<file path="src/rtl/p_2x32_seq_pkg.sv">
// Shared constants and state encoding for the P_2x32 sequencer.
package p_2x32_seq_pkg;

  localparam int MSB         = 31;
  localparam int N_LOAD      = 31;
  localparam int EK_WORDS    = 18;
  localparam int CNT_PD_ADDR = 19;
  localparam int CNT_PN_ADDR = 18;

  localparam logic INPUT_DIN = 1'b1;
  localparam logic INPUT_X   = 1'b0;

  localparam logic [4:0] LAST_LOAD_WC = 5'(N_LOAD - 1);
  localparam logic [4:0] LAST_EK_WC   = 5'(EK_WORDS - 1);
  localparam logic [4:0] CNT_PD_A     = 5'(CNT_PD_ADDR);
  localparam logic [4:0] CNT_PN_A     = 5'(CNT_PN_ADDR);

  typedef enum logic [2:0] {
    ST_IDLE     = 3'd0,
    ST_LOAD     = 3'd1,
    ST_COPY_P   = 3'd2,
    ST_COPY_CNT = 3'd3,
    ST_WAIT_ZF  = 3'd4,
    ST_READY    = 3'd5,
    ST_DONE     = 3'd6
  } seq_state_e;

endpackage

</file>
<file path="src/rtl/p_2x32_seq.sv">
// Control sequencer for P_2x32: job load into PD, EK/counter copy into PN, round countdown.
// Optional P_SEQ_ROUND_COUNT_EN adds the saturating 'rounds' output.
module p_2x32_seq
  import p_2x32_seq_pkg::*;
(
  input  logic           CLK,
  input  logic           RST,
  input  logic [MSB:0]   in_data,
  input  logic           in_valid,
  output logic           in_ready,
  input  logic           iter_req,
  output logic           iter_rdy,
  output logic           done,
  input  logic           done_ack,
  input  logic [MSB:0]   PD_out,
  input  logic           ZF,
  input  logic           B31,
  output logic [4:0]     PD_addr,
  output logic           PD_wr_en,
  output logic [MSB:0]   din,
  output logic           PS_input_select,
  output logic           decr,
  output logic [4:0]     PN_wr_addr,
  output logic [4:0]     PN_addr,
  output logic           PN_wr_en,
  output logic           ZF_wr_en,
  output logic           b31_flag
`ifdef P_SEQ_ROUND_COUNT_EN
  ,
  output logic [31:0]    rounds
`endif
);

  seq_state_e state_q, state_d;
  logic [4:0] wc_q, wc_d;
  logic       b31_flag_q;
  // Holds every enable low from reset assertion until the first edge after release.
  logic       rst_hold_q;

  always_ff @(posedge CLK or posedge RST) begin
    if (RST) begin
      state_q    <= ST_IDLE;
      wc_q       <= '0;
      b31_flag_q <= 1'b0;
      rst_hold_q <= 1'b1;
    end else begin
      state_q    <= state_d;
      wc_q       <= wc_d;
      rst_hold_q <= 1'b0;
      if (state_q == ST_WAIT_ZF) b31_flag_q <= B31;
    end
  end

  always_comb begin
    state_d         = state_q;
    wc_d            = wc_q;
    in_ready        = 1'b0;
    PD_addr         = wc_q;
    PD_wr_en        = 1'b0;
    din             = PD_out;
    PS_input_select = INPUT_X;
    decr            = 1'b0;
    PN_wr_addr      = wc_q;
    PN_addr         = CNT_PN_A;
    PN_wr_en        = 1'b0;
    ZF_wr_en        = 1'b0;
    if (!rst_hold_q) begin
      unique case (state_q)
        ST_IDLE, ST_LOAD: begin
          in_ready = 1'b1;
          if (in_valid) begin
            PD_wr_en = 1'b1;
            din      = in_data;
            if (wc_q == LAST_LOAD_WC) begin
              wc_d    = '0;
              state_d = ST_COPY_P;
            end else begin
              wc_d    = wc_q + 5'd1;
              state_d = ST_LOAD;
            end
          end
        end
        ST_COPY_P: begin
          PS_input_select = INPUT_DIN;
          PN_wr_en        = 1'b1;
          if (wc_q == LAST_EK_WC) begin
            wc_d    = '0;
            state_d = ST_COPY_CNT;
          end else begin
            wc_d = wc_q + 5'd1;
          end
        end
        ST_COPY_CNT: begin
          PD_addr         = CNT_PD_A;
          PS_input_select = INPUT_DIN;
          PN_wr_addr      = CNT_PN_A;
          PN_wr_en        = 1'b1;
          ZF_wr_en        = 1'b1;
          state_d         = ST_WAIT_ZF;
        end
        ST_WAIT_ZF: begin
          // ZF reflects the value written on the previous cycle.
          state_d = ZF ? ST_DONE : ST_READY;
        end
        ST_READY: begin
          if (iter_req) begin
            decr       = 1'b1;
            PN_wr_addr = CNT_PN_A;
            PN_wr_en   = 1'b1;
            ZF_wr_en   = 1'b1;
            state_d    = ST_WAIT_ZF;
          end
        end
        ST_DONE: begin
          if (done_ack) state_d = ST_IDLE;
        end
        default: state_d = ST_IDLE;
      endcase
    end
  end

  assign iter_rdy = (state_q == ST_READY);
  assign done     = (state_q == ST_DONE);
  assign b31_flag = b31_flag_q;

`ifdef P_SEQ_ROUND_COUNT_EN
  logic [31:0] rounds_q;
  logic        job_start;

  assign job_start = (state_q == ST_IDLE) && in_ready && in_valid;

  always_ff @(posedge CLK or posedge RST) begin
    if (RST) begin
      rounds_q <= '0;
    end else if (job_start) begin
      rounds_q <= '0;
    end else if (decr && PN_wr_en && (rounds_q != 32'hFFFF_FFFF)) begin
      rounds_q <= rounds_q + 32'd1;
    end
  end

  assign rounds = rounds_q;
`endif

endmodule

</file>
<file path="config.mk">
export PLATFORM = sky130hd
export DESIGN_NAME = p_2x32_seq
export DESIGN_NICKNAME = d
export VERILOG_FILES = /design/src/rtl/p_2x32_seq_pkg.sv /design/src/rtl/p_2x32_seq.sv
export SDC_FILE = /design/constraint.sdc
export NUM_CORES = 1
export LEC_CHECK = 0
export CORE_UTILIZATION = 28
export DETAILED_ROUTE_END_ITERATION = 8
export PLACE_DENSITY = 0.79
export SKIP_CTS_REPAIR_TIMING = 1
export SLEW_MARGIN = 20
export SYNTH_ARGS = -nofsm -noshare
export SYNTH_HDL_FRONTEND = slang
export SYNTH_SLANG_ARGS = --single-unit
</file>
<file path="constraint.sdc">
create_clock -name CLK -period 1.42 [get_ports CLK]
set_input_delay 0.213 -clock CLK [delete_from_list [all_inputs] [get_ports CLK]]
set_output_delay 0.213 -clock CLK [all_outputs]
set_load 0.02 [all_outputs]
</file>
==> impl_metrics.py, run 1 <==
metrics = {
    "status": {
        "status": "finished, violations left",
        "failed_checks": "DRC, setup timing",
    },
    "final_layout": {
        "antenna-diode-count": 0,
        "regArea_um2": 253,
        "fill_cells": 374,
        "finalNonFillerCells": 329,
        "multi_input_area_um2": 1010,
        "syn_to_final_growth_pct": 114,
        "drive_above_1_share": 0.462,
        "final_nets": 352,
    },
    "global_route": {
        "grt_start_max_net_pins": 18,
        "overflow": 0,
        "antenna_found_initial": 0,
        "grt_pass1_wl_um": 7530,
        "globalRouteTotalUtil": 0.195,
        "grt_pass1_vias": 1535,
    },
    "power": {
        "power_density_nw_per_um2": 1170,
        "p_leak_nw": 1.39,
        "ir_drop_uv": 910,
    },
    "drt": {
        "first_iter_violations": 46,
        "drt_first_pass_iters": 7,
        "wl_um": 5110,
        "wire_per_inst_um": 15.5,
        "num_vias": 1539,
        "ant_nets": 0,
        "drc_errors": 13,
        "viasPerCell": 4.68,
    },
    "yosys": {
        "synth_top_area_frac": 0.326,
        "syn_area_um2": 1330,
        "async_reset_ff_frac": 1.00,
        "synthesis.area_per_instance_um2": 10.1,
        "syn_inst": 132,
        "ys_types": 44,
        "yosys-top-cells-area": "mux2_4, dfrtp_1, buf_6",
        "yosysSeqAreaShare": 0.189,
        "yosys.area.top_type": "mux2_4",
        "synth-seq-cells": 10,
        "netlist_top_cells_count": "mux2_4, dfrtp_1, nor2_1, inv_1, o21ai_0",
        "synth_ff_type": "dfrtp_1",
        "synth_edf_count": 0,
        "synth_warnings": 0,
        "post-synth-top-count-cell": "mux2_4",
    },
    "placement": {
        "placement.io_buffers": 121,
        "gp_congestion": 0.816,
        "place_inst": 323,
        "hpwl_um": 4270,
        "place_ws_ns": -0.839,
    },
    "floorplan": {
        "die_x_um": 71.0,
        "fp-row-count": 24,
        "start_util": 0.298,
        "die_h_um": 71.0,
        "ios": 127,
        "die_area_um2": 5040,
        "core_region_area_um2": 4470,
    },
    "flow_run": {
        "drv_cap": 0,
    },
    "worst_setup_path": {
        "reg2reg_to": "wc_q[4]$_DFFE_PP0P_",
        "crit_path_start_kind": "register",
        "rr_worst_depth": 5,
        "critPathArrivalTime_ns": 1.73,
        "critPathCaptureType": "primary output",
        "critPathRequiredTime_ns": 1.21,
        "r2r_setup_slack_ns": -0.17,
        "critical_path_class": "register to primary output",
        "worst-path-max-fanout": 13,
        "regToRegStartpoint": "state_q[2]$_DFFE_PP0P_",
    },
    "cts": {
        "clkSinkCount": 10,
        "cts_tree": "built",
        "cts_buffer_depth": 2,
        "clk_pin_slew_ns": 0.06,
        "clk_latency_ns": 0.25,
        "cts_htree_levels": 1,
        "cts_buffers": 3,
        "cts_root_buffer": "clkbuf_8",
    },
    "timing": {
        "rsz0062_at_grt": "yes",
        "min_period_ns": 1.94,
        "setup_ws_ns": -0.523,
        "fmax_mhz": 515,
        "finalCritPeriodShare": 1.37,
        "skew_ns": 0.0122,
        "hold_viol": 0,
        "setup_viol": 56,
        "finalMaxSlewViolations": 0,
    },
    "min_path": {
        "hold_class": "input port to asynchronous set/reset pin",
    },
}
## kinds of logic (layout without fill, tap and decap cells)
logic type,count (synthesis),after routing,share of synthesized area
AO/OA/AOI/OAI,23,23,0.118
adder cells (fa/ha/maj),3,3,0.0281
buffers and inverters,20,161,0.107
AND/OR/NAND/NOR,39,39,0.177
other,2,6,0.00563
flip-flops,10,10,0.189
multiplexers,35,35,0.375
## critical path, cell delays in order, from the launching register on
cell,delay (ns)
dfrtp_1,0.40
buf_4,0.19
and2b_4,0.26
nand2_2,0.06
a21oi_4,0.19
buf_4,0.16
nor2b_2,0.03
dlymetal6s2s_1,0.20
## per-layer routing
metal / GRT usage / wire length [um] / up-vias
met3: 0.0285 / 297 / 9
met4: 0.0844 / 108 / 0
li1: - / - / 753
met2: 0.378 / 2760 / 70
met5: 0 / 0 / -
met1: 0.208 / 1950 / 707
## final cells by class
class                   count  area share
clock buffers               4      0.0158
repair buffers            149       0.506
multi-input cells         106       0.356
flip-flops and latches     10      0.0886
inverters                   8      0.0105
well taps                  52      0.0228
## metrics by stage
stage                     instance area, um2  hold slack, ns  TNS (ns)  utilization  power [mW]
after floorplan                         1410          0.0524     -9.95            -        1.93
after global placement                  2760           0.503    -34.53        0.617        2.99
after detailed placement                2760           0.499    -35.45        0.617        3.03
after CTS                               2810           0.267    -42.31        0.627        3.36
after global routing                    2850           0.315    -26.35        0.637        3.54
final                                   2850           0.250    -21.80        0.637        3.34
## state kept, by name (all words and copies together) (netlist names)
name	flops
wc_q	5
state_q	3
b31_flag	1
rst_hold_q	1
## how the worst max path moves through the flow
stage / start / endpoint / slack [ns] / cells past startpoint
after global placement: in_valid / din[29] / -0.81 / 5
final: state_q[1]$_DFFE_PP0P_ / PN_wr_addr[3] / -0.52 / 7
after floorplan: state_q[1]$_DFFE_PP0P_ / din[13] / -0.32 / 5
after global routing: state_q[1]$_DFFE_PP0P_ / PN_wr_addr[3] / -0.58 / 7
after detailed placement: in_valid / din[2] / -0.84 / 5
after CTS: state_q[1]$_DFFE_PP0P_ / din[2] / -0.91 / 5
## report_power, final
part	leakage (nW)	internal, mW	total [mW]	switching (mW)
Sequential	0.118	0.385	0.475	0.0895
Clock	0.0228	0.197	0.323	0.126
Combinational	1.25	1.40	2.55	1.15
Total	1.39	1.98	3.34	1.37
## cell usage in the layout (no fill, tap or decap), drive strengths merged, types with 3 or more instances in the layout
master	instances
o21ai	8
ha	3
buf	62
inv	8
nand2	4
conb	6
nor2b	4
o211ai	3
clkdlybuf4s50	71
dfrtp	9
nor3	3
dlymetal6s2s	5
and2	3
nor2	9
mux2	33
clkbuf	15
No activity file was read; power rests on OpenSTA's default activity.
==> inputs of run 2 (changes only) <==
Settings changed: CORE_UTILIZATION 28 to 33, CTS_CLUSTER_DIAMETER from default to 120, PLACE_DENSITY 0.79 to 0.87.
Clock period 1.42 ns to 2.38 ns, I/O delays scaled along.
==> run 2 against run 1 <==
Against the previous run:
- the flow now finishes without violations
- largest cell class unchanged
- clock power down 43%
- flip-flop and latch count unchanged
- worst hold slack better by 0.15 ns
- critical path type unchanged
- non-clock buffer count down 20
- sequential power down 37%
==> impl_metrics.py, run 2 (synthesis results as in run 1) <==
metrics = {
    "placement": {
        "gp_congestion": 0.779,
        "place_ws_ns": -0.113,
        "hpwl_um": 4160,
        "place_inst": 301,
        "placement.io_buffers": 121,
    },
    "flow_run": {
        "drv_cap": 0,
    },
    "global_route": {
        "grt_start_max_net_pins": 18,
        "grt_pass1_vias": 1511,
        "antenna_found_initial": 0,
        "grt_pass1_wl_um": 7450,
        "globalRouteTotalUtil": 0.229,
        "overflow": 0,
    },
    "worst_setup_path": {
        "critPathArrivalTime_ns": 1.95,
        "critPathTopFamily": "buffers and inverters",
        "cp_cell_sequence": "buf_4 > nand2b_1 > buf_4 > o21ai_0 > clkdlybuf4s50_1",
        "crit_path_start_kind": "register",
        "critPathCaptureType": "primary output",
        "slowest_stage": "clkdlybuf4s50_1",
        "critPathRequiredTime_ns": 2.02,
        "cp_common_cell": "buf_4",
        "cp_num_buf_inv": 3,
        "worst-path-max-fanout": 12,
        "critical_path_class": "register to primary output",
        "critPathMaxStageDelay_ns": 0.62,
    },
    "floorplan": {
        "fp-row-count": 22,
        "die_x_um": 65.6,
        "start_util": 0.354,
        "die_area_um2": 4300,
        "ios": 127,
        "die_h_um": 65.6,
        "core_region_area_um2": 3770,
    },
    "final_layout": {
        "syn_to_final_growth_pct": 106,
        "most-common-layout-cells": "clkdlybuf4s50_1, dlymetal6s2s_1, mux2_4, dfrtp_1",
        "final_nets": 332,
        "finalNonFillerCells": 305,
        "drive_above_1_share": 0.214,
        "largest_register_ff_count": 5,
        "largest_register": "wc_q",
        "antenna-diode-count": 0,
        "reg.largest.list": "wc_q x5, state_q x3",
        "final_common_cell": "clkdlybuf4s50_1",
    },
    "drt": {
        "wire_per_inst_um": 18.1,
        "viasPerCell": 5.07,
        "ant_nets": 0,
        "first_iter_violations": 59,
        "wl_um": 5530,
        "num_vias": 1546,
        "drt_first_pass_iters": 4,
        "drc_errors": 0,
    },
    "power": {
        "ir_drop_uv": 528,
        "clkPwrFrac": 0.100,
        "comb_power_share": 0.737,
        "power_density_nw_per_um2": 664,
        "p_leak_nw": 1.55,
        "seq_power_share": 0.163,
        "power_switching_share": 0.418,
        "switching_power_mw": 0.764,
        "power.internal_mw": 1.06,
    },
    "cts": {
        "cts_htree_levels": 1,
        "cts_buffer_depth": 2,
        "cts_buffers": 3,
        "clk_pin_slew_ns": 0.05,
        "clkSinkCount": 10,
        "cts_root_buffer": "clkbuf_8",
        "clk_latency_ns": 0.24,
        "cts_tree": "built",
    },
    "min_path": {
        "hold_class": "input port to asynchronous set/reset pin",
    },
    "timing": {
        "setup_ws_ns": 0.0761,
        "hold_viol": 0,
        "finalCritPeriodShare": 0.968,
        "timing.hold.ws_ns": 0.400,
        "fmax_mhz": 434,
        "finalMaxSlewViolations": 0,
        "setup_viol": 0,
        "skew_ns": 0.00440,
        "min_period_ns": 2.30,
    },
    "status": {
        "status": "finished, final reports clean",
    },
}
==> run 2: final cells by class <==
| class | count | area (um2) |
|---|---|---|
| clock buffer | 4 | 45.0 |
| multi-input combinational | 106 | 968 |
| inverter | 8 | 30.0 |
| tap | 48 | 60.1 |
| timing repair buffer | 129 | 1400 |
| fill | 259 | 1020 |
| sequential | 10 | 251 |
==> run 2: worst paths after layout <==
path | start | to | slack [ns] | cells after the start
worst max-delay path | state_q[2]$_DFFE_PP0P_ | PD_addr[0] | 0.08 | 5
worst min-delay path | RST | wc_q[4]$_DFFE_PP0P_ | 0.40 | 2
worst max register to register | wc_q[0]$_DFFE_PP0P_ | wc_q[4]$_DFFE_PP0P_ | 0.69 | 6
worst min register to register | b31_flag$_DFFE_PP0N_ | b31_flag$_DFFE_PP0N_ | 0.50 | 1
max in group asynchronous | RST | rst_hold_q$_DFF_PP1_ | 1.66 | 2
min in group CLK | b31_flag$_DFFE_PP0N_ | b31_flag$_DFFE_PP0N_ | 0.50 | 1
==> run 2: metrics by stage <==
stage,power [mW],instance area (um2),util,setup TNS (ns)
final,1.83,2750,0.730,0
after global routing,1.94,2750,0.730,-0.000740
after CTS,1.85,2640,0.699,-2.25
after detailed placement,1.66,2590,0.687,-1.99
after global placement,1.63,2590,0.687,-1.24
after floorplan,1.09,1350,-,0
==> run 2: layer usage <==
layer  share of wire  GRT usage  up-vias
li1                -          -      708
met1            0.34      0.234      726
met2            0.53      0.451       95
met3           0.096     0.0573       17
met4           0.033     0.0652        0
met5               0          0        -
==> run 2: power by group through the flow <==
| stage | clock network (mW) | logic, mW | registers (mW) |
|---|---|---|---|
| floorplan | 0 | 0.791 | 0.298 |
| global placement | 0 | 1.34 | 0.292 |
| detailed placement | 0 | 1.36 | 0.299 |
| CTS | 0.185 | 1.37 | 0.296 |
| global route | 0.200 | 1.43 | 0.311 |
| finish | 0.183 | 1.35 | 0.297 |
==> inputs of run 3 (changes only) <==
Settings changed: CORE_UTILIZATION 33 to 28, PLACE_DENSITY 0.87 to 0.79.
Clock period 2.38 ns to 1.9 ns, I/O delays scaled along.
==> run 3 against run 2 <==
Against the previous run:
- the flow now finishes with violations (DRC, setup timing)
- power grew 43%
- final cell count grew 10%
- global-route usage shrank 4.5 points
- wire length grew 5.1%
- register-to-register slack lost 0.47 ns
- combinational power grew 47%
- sequential share of layout area shrank 0.86 points
- via count grew 2.8%
- flip-flop and latch count is the same
- largest power group unchanged
==> impl_metrics.py, run 3 (synthesis results as in run 1) <==
metrics = {
    "worst_setup_path": {
        "cp_cell_sequence": "nor3_4 > and2_4 > buf_4 > buf_6 > clkbuf_16 > mux2_4 > buf_6",
        "critPathCaptureType": "primary output",
        "slowest_stage": "dfstp_2",
        "worst-path-max-fanout": 6,
        "critPathMaxStageDelay_ns": 0.57,
        "rr_worst_depth": 7,
        "reg2reg_to": "wc_q[0]$_DFFE_PP0P_",
        "crit_path_start_kind": "register",
        "cp_common_cell": "buf_6",
        "critPathArrivalTime_ns": 1.85,
        "critPathRequiredTime_ns": 1.62,
        "critical_path_class": "register to primary output",
        "critPathTopFamily": "flip-flops",
        "r2r_setup_slack_ns": 0.22,
        "regToRegStartpoint": "state_q[2]$_DFFE_PP0P_",
        "cp_num_buf_inv": 4,
    },
    "timing": {
        "hold_viol": 0,
        "setup_viol": 31,
        "timing.hold.ws_ns": 0.328,
        "finalCritPeriodShare": 1.13,
        "setup_ws_ns": -0.240,
        "worst_pin_slew_ns": 0.526,
        "finalMaxSlewViolations": 0,
        "skew_ns": 0.00269,
        "min_period_ns": 2.14,
        "rsz0062_at_grt": "yes",
        "fmax_mhz": 467,
        "slew_headroom": 0.648,
    },
    "cts": {
        "cts_htree_levels": 1,
        "clk_latency_ns": 0.24,
        "clkSinkCount": 10,
        "cts_buffers": 3,
        "cts_buffer_depth": 2,
        "clk_pin_slew_ns": 0.05,
        "cts_root_buffer": "clkbuf_8",
        "cts_tree": "built",
    },
    "global_route": {
        "grt_start_max_net_pins": 18,
        "antenna_found_initial": 0,
        "globalRouteTotalUtil": 0.185,
        "grt_pass1_vias": 1361,
        "grt_pass1_wl_um": 7130,
        "overflow": 0,
    },
    "final_layout": {
        "multi_input_area_um2": 988,
        "drive_above_1_share": 0.435,
        "syn_to_final_growth_pct": 128,
        "fill_cells": 332,
        "antenna-diode-count": 0,
        "reg.largest.list": "wc_q x5, state_q x3",
        "postLayoutCoreUtil": 0.679,
        "largest_register_ff_count": 5,
        "largest_register": "wc_q",
        "most-common-layout-cells": "clkdlybuf4s50_1, buf_6, mux2_4, buf_4",
        "final_common_cell": "clkdlybuf4s50_1",
        "regArea_um2": 251,
        "final_nets": 360,
    },
    "floorplan": {
        "start_util": 0.298,
        "die_area_um2": 5040,
        "ios": 127,
        "die_h_um": 71.0,
        "fp-row-count": 24,
        "core_region_area_um2": 4470,
        "die_x_um": 71.0,
    },
    "drt": {
        "drt_first_pass_iters": 6,
        "num_vias": 1589,
        "ant_nets": 0,
        "first_iter_violations": 59,
        "viasPerCell": 4.72,
        "drc_errors": 13,
        "wire_per_inst_um": 17.2,
        "wl_um": 5810,
    },
    "power": {
        "power.total_mw": 2.62,
        "ir_drop_uv": 579,
        "p_leak_nw": 1.53,
        "power_density_nw_per_um2": 863,
    },
    "placement": {
        "placement.io_buffers": 121,
        "hpwl_um": 4040,
        "gp_congestion": 0.844,
    },
    "status": {
        "status": "finished, violations left",
        "failed_checks": "DRC, setup timing",
    },
    "flow_run": {
        "drv_cap": 0,
    },
    "min_path": {
        "hold_class": "input port to asynchronous set/reset pin",
    },
}
[run 3: layer usage]
metal,vias up,global-route usage,part of all wire
met5,-,0,0
met4,0,0.0667,0.012
met3,7,0.0655,0.098
met2,83,0.328,0.54
met1,735,0.203,0.34
li1,764,-,-
[run 3: worst max path at each step]
stage / startpoint / end / depth (start not counted)
2_1_floorplan: state_q[2]$_DFFE_PP0P_ / din[0] / 5
3_3_place_gp: in_valid / din[5] / 5
3_5_place_dp: in_valid / din[30] / 5
4_1_cts: state_q[1]$_DFFE_PP0P_ / din[30] / 5
5_1_grt: rst_hold_q$_DFF_PP1_ / din[11] / 7
6_report: rst_hold_q$_DFF_PP1_ / din[11] / 7
[run 3: worst register-to-register path: stages (launching register included)]
cell	delay, ns
dfrtp_1	0.40
buf_4	0.15
buf_4	0.17
nor3b_4	0.20
mux2i_1	0.09
buf_4	0.16
or3_1	0.33
o21ai_0	0.09
[run 3: layout make-up]
class	count	area share
clock buffer	4	0.0181
inverter	8	0.00988
multi-input combinational	106	0.325
sequential	10	0.0828
tap	52	0.0214
timing repair buffer	157	0.543
[run 3: power by group]
group	switching (mW)	internal, mW
clock network	0.0878	0.182
logic	0.857	1.12
registers	0.0882	0.286
[run 3: through the flow]
stage / setup TNS [ns] / instance area (um2) / setup slack (ns) / instances
after floorplan: 0 / 1360 / 0.0519 / 136
after global placement: -12.77 / 2680 / -0.374 / 315
after detailed placement: -13.27 / 2680 / -0.385 / 315
after CTS: -20.76 / 2730 / -0.492 / 319
after global routing: -7.70 / 3040 / -0.276 / 337
final: -6.29 / 3040 / -0.240 / 337
